## config.mk

```make
export PLATFORM = sky130hd
export DESIGN_NAME = ntr_parallel
export DESIGN_NICKNAME = d
export VERILOG_FILES = /design/src/rtl/ntr_parallel.sv
export SDC_FILE = /design/constraint.sdc
export NUM_CORES = 1
export LEC_CHECK = 0
export BUFFER_PORTS_ARGS = -buffer_cell sky130_fd_sc_hd__buf_2
export CORE_MARGIN = 5
export CORE_UTILIZATION = 40
export CTS_CLUSTER_DIAMETER = 40
export CTS_CLUSTER_SIZE = 25
export DETAILED_ROUTE_END_ITERATION = 6
export PLACE_DENSITY = 0.66
export SETUP_SLACK_MARGIN = 0.1
export SYNTH_ARGS = -nofsm -noshare
export SYNTH_HDL_FRONTEND = slang
export SYNTH_SLANG_ARGS = --single-unit
```

## constraint.sdc

```tcl
create_clock -name clk -period 1.99 [get_ports clk]
set_input_delay 0.0995 -clock clk [delete_from_list [all_inputs] [get_ports clk]]
set_output_delay 0.0995 -clock clk [all_outputs]
set_load 0.05 [all_outputs]
```

## src/rtl/ntr_parallel.sv

```systemverilog
// ntr_parallel: deserialiser for the NTR cartridge 8-bit parallel bus.
//   Synchronises the asynchronous bus strobe and data into the clk domain, captures one byte per
//   strobe rising edge and publishes a whole command atomically once BYTES bytes have arrived.
// Ports:
//   clk      in   system clock, all logic on posedge
//   rst_n    in   asynchronous active-low reset
//   ntr_data in   bus data byte, valid around the ntr_clk rising edge
//   ntr_clk  in   bus strobe, asynchronous to clk
//   command  out  last complete command, first byte in [7:0], byte k in [8k+7:8k]
//   ready    out  high while command holds a fresh command (until the next byte is detected)
module ntr_parallel #(
  parameter int unsigned BYTES       = 8,
  parameter int unsigned SYNC_STAGES = 2,
  parameter int unsigned TIMEOUT     = 1024
) (
  input  logic                 clk,
  input  logic                 rst_n,
  input  logic [7:0]           ntr_data,
  input  logic                 ntr_clk,
  output logic [8*BYTES-1:0]   command,
  output logic                 ready
);

  localparam int unsigned CntW = (BYTES > 1) ? $clog2(BYTES) : 1;
  localparam int unsigned ToW  = $clog2(TIMEOUT + 1);

  logic [SYNC_STAGES-1:0]      strobe_sync_q;
  logic [SYNC_STAGES-1:0][7:0] data_sync_q;
  logic                        strobe_prev_q;
  logic [BYTES-1:0][7:0]       buf_q;
  logic [BYTES-1:0][7:0]       buf_full;
  logic [CntW-1:0]             cnt_q;
  logic [ToW-1:0]              to_q;

  logic       strobe_synced;
  logic [7:0] data_synced;
  logic       strobe_rise;
  logic       last_slot;

  assign strobe_synced = strobe_sync_q[SYNC_STAGES-1];
  assign data_synced   = data_sync_q[SYNC_STAGES-1];
  assign strobe_rise   = strobe_synced & ~strobe_prev_q;
  assign last_slot     = (cnt_q == CntW'(BYTES - 1));

  // Buffer as it will look after this byte lands; used to publish the whole command in one edge.
  always_comb begin
    buf_full        = buf_q;
    buf_full[cnt_q] = data_synced;
  end

  // Strobe and data share the same depth so the sampled byte lines up with the detected edge.
  always_ff @(posedge clk or negedge rst_n) begin
    if (!rst_n) begin
      strobe_sync_q <= '0;
      data_sync_q   <= '0;
      strobe_prev_q <= 1'b0;
    end else begin
      strobe_sync_q <= {strobe_sync_q[SYNC_STAGES-2:0], ntr_clk};
      data_sync_q   <= {data_sync_q[SYNC_STAGES-2:0], ntr_data};
      strobe_prev_q <= strobe_synced;
    end
  end

  always_ff @(posedge clk or negedge rst_n) begin
    if (!rst_n) begin
      buf_q   <= '0;
      cnt_q   <= '0;
      to_q    <= '0;
      command <= '0;
      ready   <= 1'b0;
    end else if (strobe_rise) begin
      // An edge always beats a simultaneous timeout expiry.
      buf_q[cnt_q] <= data_synced;
      to_q         <= '0;
      if (last_slot) begin
        command <= buf_full;
        ready   <= 1'b1;
        cnt_q   <= '0;
      end else begin
        ready <= 1'b0;
        cnt_q <= cnt_q + CntW'(1);
      end
    end else if (cnt_q != '0) begin
      // Partial command stalled: drop it after TIMEOUT idle cycles, leave command/ready alone.
      if (to_q >= ToW'(TIMEOUT - 1)) begin
        cnt_q <= '0;
        to_q  <= '0;
      end else begin
        to_q <= to_q + ToW'(1);
      end
    end else begin
      to_q <= '0;
    end
  end

endmodule

```

# ---- Word level (Yosys, flattened, before mapping)
# Cells that the tools add are included.
dict set report word_totals {
  input_bits 11
  reg_bits 162
  output_inout_bits 65
}
dict set report op_classes {
  magnitude_cmp 3
  addsub 2
  n_mux 11
  reduce_logical 6
  n_bitwise 2
  eq_ne 1
}
# cell n
set op_table {}
lappend op_table {{$bwmux W64} 1}
lappend op_table {{$mux W11} 3}
lappend op_table {{$demux W8 S3} 1}
lappend op_table {{$mux W3} 4}
lappend op_table {{$add A11 B1 Y11 const B} 1}
lappend op_table {{$ge A11 B10 Y1 const B} 1}
lappend op_table {{$mux W8} 1}
lappend op_table {{$lt A3 B4 Y1 const B} 1}
lappend op_table {{$reduce_and A2 Y1} 2}
lappend op_table {{$reduce_bool A2 Y1} 2}
lappend op_table {{$add A3 B1 Y3 const B} 1}
lappend op_table {{$eq A3 B3 Y1 const B} 1}
lappend op_table {{$ge A3 B1 Y1 const B} 1}
lappend op_table {{$reduce_bool A3 Y1} 1}
lappend op_table {{$and A1 B1 Y1} 1}
lappend op_table {{$logic_and A1 B1 Y1} 1}
lappend op_table {{$mux W1} 1}
lappend op_table {{$not A1 Y1} 1}

# ---- Logic depth before layout (Yosys ltp)
# Gate-level depths: netlist of run 1.
dict set report depth {
  word_depth 5
  depth_mapped 8
  mapped_depth_nobuf 6
}

# ---- Least setup slack after synthesis of run 1
# No wires, ideal clock.
dict set report synth_path {
  kind {reg-to-reg}
  from {register cnt_q[2]}
  to {register buf_q[24] (netlist bit)}
  path_stages_with_launch 6
  n_path_buf 2
  arrival_ns 1.519
  t_required_ns 1.865
  setup_slack_ns 0.346
  path_cell_list {dfrtp_1 -> buf_2 -> or3_1 -> buf_6 -> nor2_8 -> mux2_2}
}
dict set report synth_between {
  elab_chain_len 5
  word_cells_on_any_way 6
}
# item line_no
set synth_lines {}
lappend synth_lines {{start, declared} 32} ;# logic [CntW-1:0] cnt_q;
lappend synth_lines {{start signal, assigned} 81} ;# cnt_q <= cnt_q + CntW'(1);
lappend synth_lines {{$lt A3 B4 Y1 (implied by the code) or $ge A3 B1 Y1 (tied branches)} 73} ;# buf_q[cnt_q] <= data_synced;
lappend synth_lines {{$logic_and A1 B1 Y1 (implied by the code)} 73}
lappend synth_lines {{$mux W8 (implied by the code)} 73}
lappend synth_lines {{$demux W8 S3 (*)} 73}
lappend synth_lines {{$bwmux W64 (*)} 73}
lappend synth_lines {{end signal, assigned by index} 73}
lappend synth_lines {{end, declared} 30} ;# logic [BYTES-1:0][7:0] buf_q;
# Mark *: on every way between the ends. The rest lies on a longest branch, timed or not.
# A chain may end at the register's enable or synchronous reset.

# ---- Final worst setup path of run 1
dict set report layout_path {
  from {register cnt_q[0]}
  to {register buf_q[25] (netlist bit)}
}
# The elaborated chain is that of the path after synthesis.

==> results of run 1 <==
-- state kept, by name, indices dropped and copies added, names as in the netlist --
name / cells
command: 64
to_q: 11
buf_q: 64
strobe_prev_q: 1
cnt_q: 3
strobe_sync_q: 2
data_synced: 8
ready: 1
data_sync_q: 8
-- critical path: cells and delay by family, from the launching register on --
family | cells | cell delay [ns]
DFF | 1 | 0.50
and+or+nand+nor | 2 | 0.63
buffers and inverters | 1 | 0.15
muxes | 1 | 0.36
-- layout make-up --
type / instances / area [um2] / area share (%)
timing repair buffer: 100 / 644 / 8.10
clock inverter: 10 / 133 / 1.67
tap: 220 / 275 / 3.46
multi-input combinational: 326 / 2380 / 29.9
sequential: 162 / 4050 / 50.9
clock buffer: 22 / 464 / 5.83
inverter: 2 / 7.51 / 0.0943
-- routing by layer --
| layer | up-vias | wire length (um) |
|---|---|---|
| met5 | - | 0 |
| met4 | 0 | 301 |
| met3 | 22 | 399 |
| met2 | 76 | 6870 |
| met1 | 2060 | 6000 |
| li1 | 1972 | - |
-- cells in the mapped netlist, types with 2 or more instances --
cell type,count
dfrtp_1,162
buf_4,5
ha_1,4
mux2_2,63
o21ai_0,64
mux2i_1,64
nor2_1,10
nor2_2,3
xnor2_1,4
nor3_1,7
xor2_1,4
and3_1,5
nand2_1,71
buf_2,8
nor2b_1,2
nand2_2,3
nand3_1,9
clkbuf_1,19
-- kinds of logic after synthesis --
| family | count (synthesis) | synth area share (%) |
|---|---|---|
| other | 1 | 0.0569 |
| buffers and inverters | 36 | 2.60 |
| DFF | 162 | 61.5 |
| xor gates and xnor gates | 8 | 1.06 |
| and+or+nand+nor | 116 | 7.93 |
| adders and majority gates | 4 | 0.759 |
| muxes | 128 | 20.6 |
| AOI/OAI and AO/OA | 69 | 5.45 |
-- report_power, final --
group	switching [mW]	internal (mW)	total, mW
Sequential	0.425	3.97	4.39
Clock	1.24	2.03	3.27
Combinational	1.28	1.05	2.33
-- worst min-delay path by stage --
stage / start / depth (start not counted) / end / slack [ns]
2_1_floorplan: rst_n / 0 / buf_q[0] / -0.20
3_3_place_gp: rst_n / 1 / command[36] / 0.06
3_5_place_dp: rst_n / 1 / command[36] / 0.07
4_1_cts: rst_n / 2 / command[39] / 0.23
5_1_grt: rst_n / 2 / command[36] / 0.27
6_report: rst_n / 2 / command[34] / 0.20
-- per-stage QoR --
step           power (mW)  instance area, um2  hold WS, ns
5_1_grt              10.5                7960        0.273
6_report             10.0                7960        0.202
4_1_cts              10.1                7960        0.230
2_1_floorplan        6.10                6590       -0.196
3_5_place_dp         6.79                7260       0.0742
3_3_place_gp         6.66                7260       0.0638
-- repair_timing --
| action | in CTS | in global routing |
|---|---|---|
| hold buffers | 10 | 0 |
| endpoints found under the setup margin | 8 | 7 |
| hold endpoints to repair | 55 | 0 |
| resized for setup | 1 | 1 |
==> out/metrics.cfg, run 1 <==
[status]
outcome = finished, final reports clean

[cts]
clk_pin_slew_ns = 0.06
cts_sinks = 162
cts_tree = done
htree_levels = 4
post_cts.repair.setup_buffers = 0
clk_latency_ns = 0.42
cts_buffers = 17
cts_buffer_depth = 2
cts_root_buffer = clkbuf_16

[synthesis]
synth_area_mm2 = 0.00659
synth-seq-area-share_pct = 61.5
synth_ff_type = dfrtp_1
yosys_warnings = 0
yosys.area.top_type = dfrtp_1
synth_edf_count = 0
netlist.area_leader.share_pct = 61.5
ys_async_sr_fraction_pct = 100
synthTopCellsByArea = dfrtp_1 (61%), mux2_2 (11%), mux2i_1 (9.7%)
ys_types = 35
ys_seq_elements = 162
avgSynthCellArea_um2 = 12.6
syn_nets = 539
synth_cells = 524

[timing]
slew_violations = 0
slew_headroom_pct = 56.1
min_period_ns = 1.77
timing.final.crit_share_pct = 89.0
rsz0062_at_grt = false
fmax_mhz = 565
skew_ns = 0.00842
hold_viol = 0
setup_viol_count_final = 0
fin_tns_setup_ns = 0
fin_ws_ns = 0.220
worstMarginPinSlew_ns = 0.659

[drt]
via_per_inst = 4.90
drt_iter0_drc = 187
firstDrtPassIters = 4
drc = 0
finalWirelength_mm = 13.6
ant_nets = 0
wire_per_inst_um = 16.1
dr_total_vias = 4130

[setup_path]
worstSetupStartpoint = cnt_q[0]
arrival_ns = 2.07
critical_path_class = flop to flop
cp.required_ns = 2.29
r2r_slack_ns = 0.22
end_kind = flop
r2r_end = buf_q[25]
start_kind = flop
reg2reg_from = cnt_q[0]
reg2regPathDepth = 4
path_cells = inv_1 > or3_1 > nor2_8 > mux2_2
critPathMaxFanout = 9
cpMaxStageDelayCell = dfrtp_1
endpoint = buf_q[25]
critPathMaxStageDelay_ns = 0.50

[floorplanning]
start_util_pct = 40.3
rows = 47
fp.dieW_um = 138
io_pins = 76
dieArea_mm2 = 0.0191
core_mm2 = 0.0163
die_y_um = 138

[placement]
hpwl_mm = 9.11
io_buffers = 75
dpl_worst_slack_ns = -0.0203
gp_congestion = 0.753
post-place-cells = 800

[grt]
antenna_found_initial = 0
use_met1_pct = 18.9
use_met3_pct = 3.28
grt_max_degree = 98
gr-usage-met2_pct = 25.2
grt_pass1_wl_mm = 22.8
grt_usage_pct = 15.0
grt_pass1_vias = 4361
busiest_layer = met2
grt_remaining_overflow = 0

[job]
cap_violations = 0

[finish]
fill_cells = 1503
final_cells = 842
fin_util_pct = 48.7
mostFrequentLayoutCells = dfrtp_1 (162), buf_2 (74), nand2_1 (69)
syn2layout_area_growth_pct = 20.7
antennaDiodeCount = 0
nNetsFinal = 624
final_common_cell = dfrtp_1
drive_above_1_share_pct = 31.0

[worst_hold_path]
min_path_type = primary input to asynchronous set/reset pin

[power_and_ir_drop]
power_density_mw_per_mm2 = 1260
leakage_nw = 4.01
worst_ir_drop_vdd_v = 0.000728

Note: power is estimated with default switching activity, not from simulation.
==> inputs of run 2 (changes only) <==
--- a/config.mk
+++ b/config.mk
@@ -5,8 +5,8 @@
 export SDC_FILE = /design/constraint.sdc
 export NUM_CORES = 1
 export LEC_CHECK = 0
+export ABC_AREA = 1
 export BUFFER_PORTS_ARGS = -buffer_cell sky130_fd_sc_hd__buf_2
-export CORE_MARGIN = 5
 export CORE_UTILIZATION = 40
 export CTS_CLUSTER_DIAMETER = 40
 export CTS_CLUSTER_SIZE = 25
==> run 2 against run 1 <==
Net effect: count of clock-buffer cells in the layout fell by 3; combinational power rose by 4%; sequential share of layout area is 0.61 points higher; hold slack worse by 0.020 ns; global-route usage is 3.0 points higher; wire length rose by 0.68%; critical path type unchanged; critical endpoint is now buf_q[10]; largest power group unchanged.
==> out/metrics.cfg, run 2 <==
[timing]
fin_ws_ns = 0.317  ; was 0.220 ns
skew_ns = 0.0103  ; was 0.00842 ns
slew_violations = 0  ; unchanged
min_period_ns = 1.67  ; was 1.77 ns
hold_viol = 0  ; unchanged
fin_tns_setup_ns = 0  ; unchanged
fmax_mhz = 598  ; was 565 MHz
setup_viol_count_final = 0  ; unchanged
rsz0062_at_grt = false  ; unchanged
timing.final.crit_share_pct = 84.1  ; was 89.0%

[synthesis]
synth_edf_count = 0  ; unchanged
synth-seq-area-share_pct = 61.8  ; was 61.5%
synth_top_family_by_area = compound AO/OA/AOI/OAI gates  ; was multiplexers
ys_types = 19  ; was 35
synth_xor_area_share_pct = 1.07  ; was 1.06%
syn_nets = 744  ; was 539
ys_async_sr_fraction_pct = 100  ; unchanged
synth_cells = 729  ; was 524
ys_seq_elements = 162  ; unchanged
synth-simple-area-share_pct = 14.7  ; was 7.93%
synthMuxAreaShare_pct = 0  ; was 20.6%
synthTopCellsByArea = dfrtp_1 (62%), o21ai_0 (14%), nand2_1 (13%)  ; was dfrtp_1 (61%), mux2_2 (11%), mux2i_1 (9.7%)
synth_ff_type = dfrtp_1  ; unchanged
synth_area_mm2 = 0.00656  ; was 0.00659 mm2
yosysMostFrequentCell = nand2_1  ; was dfrtp_1
synthAdderAreaFrac_pct = 0.763  ; was 0.759%
synthTopCellsByCount = nand2_1 (220), o21ai_0 (184), dfrtp_1 (162)  ; was dfrtp_1 (162), nand2_1 (71), mux2i_1 (64), o21ai_0 (64), mux2_2 (63)
avgSynthCellArea_um2 = 9.00  ; was 12.6 um2
yosys_warnings = 0  ; unchanged
synth_compound_area_share_pct = 14.7  ; was 5.45%
yosys.area.top_type = dfrtp_1  ; unchanged
netlist.area_leader.share_pct = 61.8  ; was 61.5%

[grt]
grt_remaining_overflow = 0  ; unchanged
grt_max_degree = 60  ; was 98
grt_usage_pct = 17.9  ; was 15.0%
antenna_found_initial = 0  ; unchanged
grt_pass1_vias = 4429  ; was 4361
grt_pass1_wl_mm = 22.7  ; was 22.8 mm

[setup_path]
end_kind = flop  ; unchanged
start_kind = flop  ; unchanged
critPathMaxFanout = 16  ; was 9
path_cells = nor2_1 > nand2_1 > o21ai_0 > o21ai_0  ; was inv_1 > or3_1 > nor2_8 > mux2_2
arrival_ns = 1.96  ; was 2.07 ns
critical_path_class = flop to flop  ; unchanged
critPathMaxStageDelay_ns = 0.48  ; was 0.50 ns
cp.required_ns = 2.28  ; was 2.29 ns
cpMaxStageDelayCell = o21ai_0  ; was dfrtp_1
cp_common_cell = o21ai_0

[finish]
fin_util_pct = 49.3  ; was 48.7%
syn2layout_area_growth_pct = 19.8  ; was 20.7%
antennaDiodeCount = 0  ; unchanged
drive_above_1_share_pct = 15.1  ; was 31.0%
fill_cells = 1505  ; was 1503
multi_input_area_mm2 = 0.00206  ; was 0.00238 mm2
nNetsFinal = 824  ; was 624
reg.largest.list = buf_q (64), command (64), to_q (11)  ; unchanged
mostFrequentLayoutCells = nand2_1 (219), o21ai_0 (184), dfrtp_1 (162)  ; was dfrtp_1 (162), buf_2 (74), nand2_1 (69)
final_common_cell = nand2_1  ; was dfrtp_1
seq_area_mm2 = 0.00405  ; unchanged

[cts]
cts_buffers = 17  ; unchanged
cts_root_buffer = clkbuf_16  ; unchanged
cts_buffer_depth = 2  ; unchanged
post_cts.repair.setup_buffers = 0  ; unchanged
htree_levels = 4  ; unchanged
hold_buffers = 10  ; unchanged
cts-resized-gates = 0  ; was 1
clk_latency_ns = 0.42  ; about the same
cts_sinks = 162  ; unchanged
cts_tree = done  ; unchanged
clk_pin_slew_ns = 0.07  ; was 0.06 ns

[drt]
wire_per_inst_um = 13.2  ; was 16.1 um
firstDrtPassIters = 5  ; was 4
wl_met2_mm = 5.99  ; was 6.87 mm
dr_total_vias = 4768  ; was 4130
met3_length_um = 524  ; was 399 um
drt_iter0_drc = 384  ; was 187
drc = 0  ; unchanged
via_per_inst = 4.59  ; was 4.90
finalWirelength_mm = 13.7  ; was 13.6 mm
wl_met1_mm = 6.94  ; was 6.00 mm
top_layer_used = met4  ; unchanged
ant_nets = 0  ; unchanged

[status]
outcome = finished, final reports clean  ; unchanged

[placement]
gp_congestion = 0.783  ; was 0.753
dpl_worst_slack_ns = 0.329  ; was -0.0203 ns
io_buffers = 75  ; unchanged
hpwl_mm = 8.62  ; was 9.11 mm

[power_and_ir_drop]
worst_ir_drop_vdd_v = 0.000709  ; was 0.000728 V
leakage_nw = 4.02  ; was 4.01 nW
power_density_mw_per_mm2 = 1260  ; about the same

[floorplanning]
rows = 46  ; was 47
io_pins = 76  ; unchanged
dieArea_mm2 = 0.0169  ; was 0.0191 mm2
start_util_pct = 41.2  ; was 40.3%
fp.dieW_um = 130  ; was 138 um
die_y_um = 130  ; was 138 um
core_mm2 = 0.0159  ; was 0.0163 mm2

[job]
cap_violations = 0  ; unchanged

[worst_hold_path]
min_path_type = primary input to asynchronous set/reset pin  ; unchanged

[run 2: changes by cell type after synthesis, moves of 3 or more]
cell | previous run | this run
buf_6 | 1 | 4
and3_1 | 5 | 0
nor3_1 | 7 | 0
o21ai_0 | 64 | 184
nor2_1 | 10 | 21
nand2_1 | 71 | 220
nand2_2 | 3 | 0
mux2_2 | 63 | 0
nor2_2 | 3 | 0
inv_1 | 1 | 72
mux2i_1 | 64 | 0
buf_4 | 5 | 1
o21ai_1 | 0 | 9
[run 2: worst paths after layout]
| path | from | endpoint | slack (ns) | cells after the start |
|---|---|---|---|---|
| worst max-delay path | cnt_q[1] | buf_q[10] | 0.32 | 4 |
| worst min-delay path | rst_n | buf_q[42] | 0.18 | 2 |
| worst max register to register | cnt_q[1] | buf_q[10] | 0.32 | 4 |
| worst min register to register | data_sync_q[3] | data_synced[3] | 0.34 | 0 |
| max in group asynchronous | rst_n | command[53] | 1.11 | 3 |
| min in group clk | ntr_data[6] | data_sync_q[6] | 0.32 | 2 |
[run 2: critical path: cells and delay by family, from the launching register on]
family | cells | cell delay (ns)
AOI/OAI and AO/OA | 2 | 0.62
DFF | 1 | 0.45
and+or+nand+nor | 2 | 0.45
[run 2: stage by stage]
stage	total power, mW	cell area, um2	cells	hold slack [ns]
final	9.92	7860	1038	0.183
after global routing	10.7	7860	1038	0.218
after CTS	10.0	7860	1038	0.195
after detailed placement	6.93	7210	996	0.0829
after global placement	6.83	7210	996	0.0831
after floorplan	6.27	6560	729	-0.196
[run 2: power by group]
group	internal, mW	leakage (nW)	switching (mW)	total (mW)
Sequential	4.01	2.16	0.426	4.44
Combinational	0.786	1.60	1.65	2.43
Clock	1.68	0.263	1.37	3.05
[run 2: routing by layer]
layer | vias to the layer above | global-route usage (%)
met3 | 14 | 3.53
met2 | 100 | 26.7
li1 | 2477 | -
met4 | 0 | 7.59
met5 | - | 0
met1 | 2177 | 25.6
[run 2: layout make-up]
type / count / area share, %
clock buffer: 19 / 5.76
timing repair buffer: 97 / 8.23
tap: 216 / 3.44
inverter: 74 / 3.55
clock inverter: 13 / 1.29
sequential: 162 / 51.6
multi-input combinational: 457 / 26.2
[run 2: logic make-up (layout without fill, tap and decap cells)]
| kind of cell | count (synthesis) | after routing |
|---|---|---|
| xor gates and xnor gates | 8 | 8 |
| and+or+nand+nor | 251 | 251 |
| buffers and inverters | 110 | 203 |
| DFF | 162 | 162 |
| AOI/OAI and AO/OA | 193 | 193 |
| adders and majority gates | 4 | 4 |
| other | 1 | 1 |
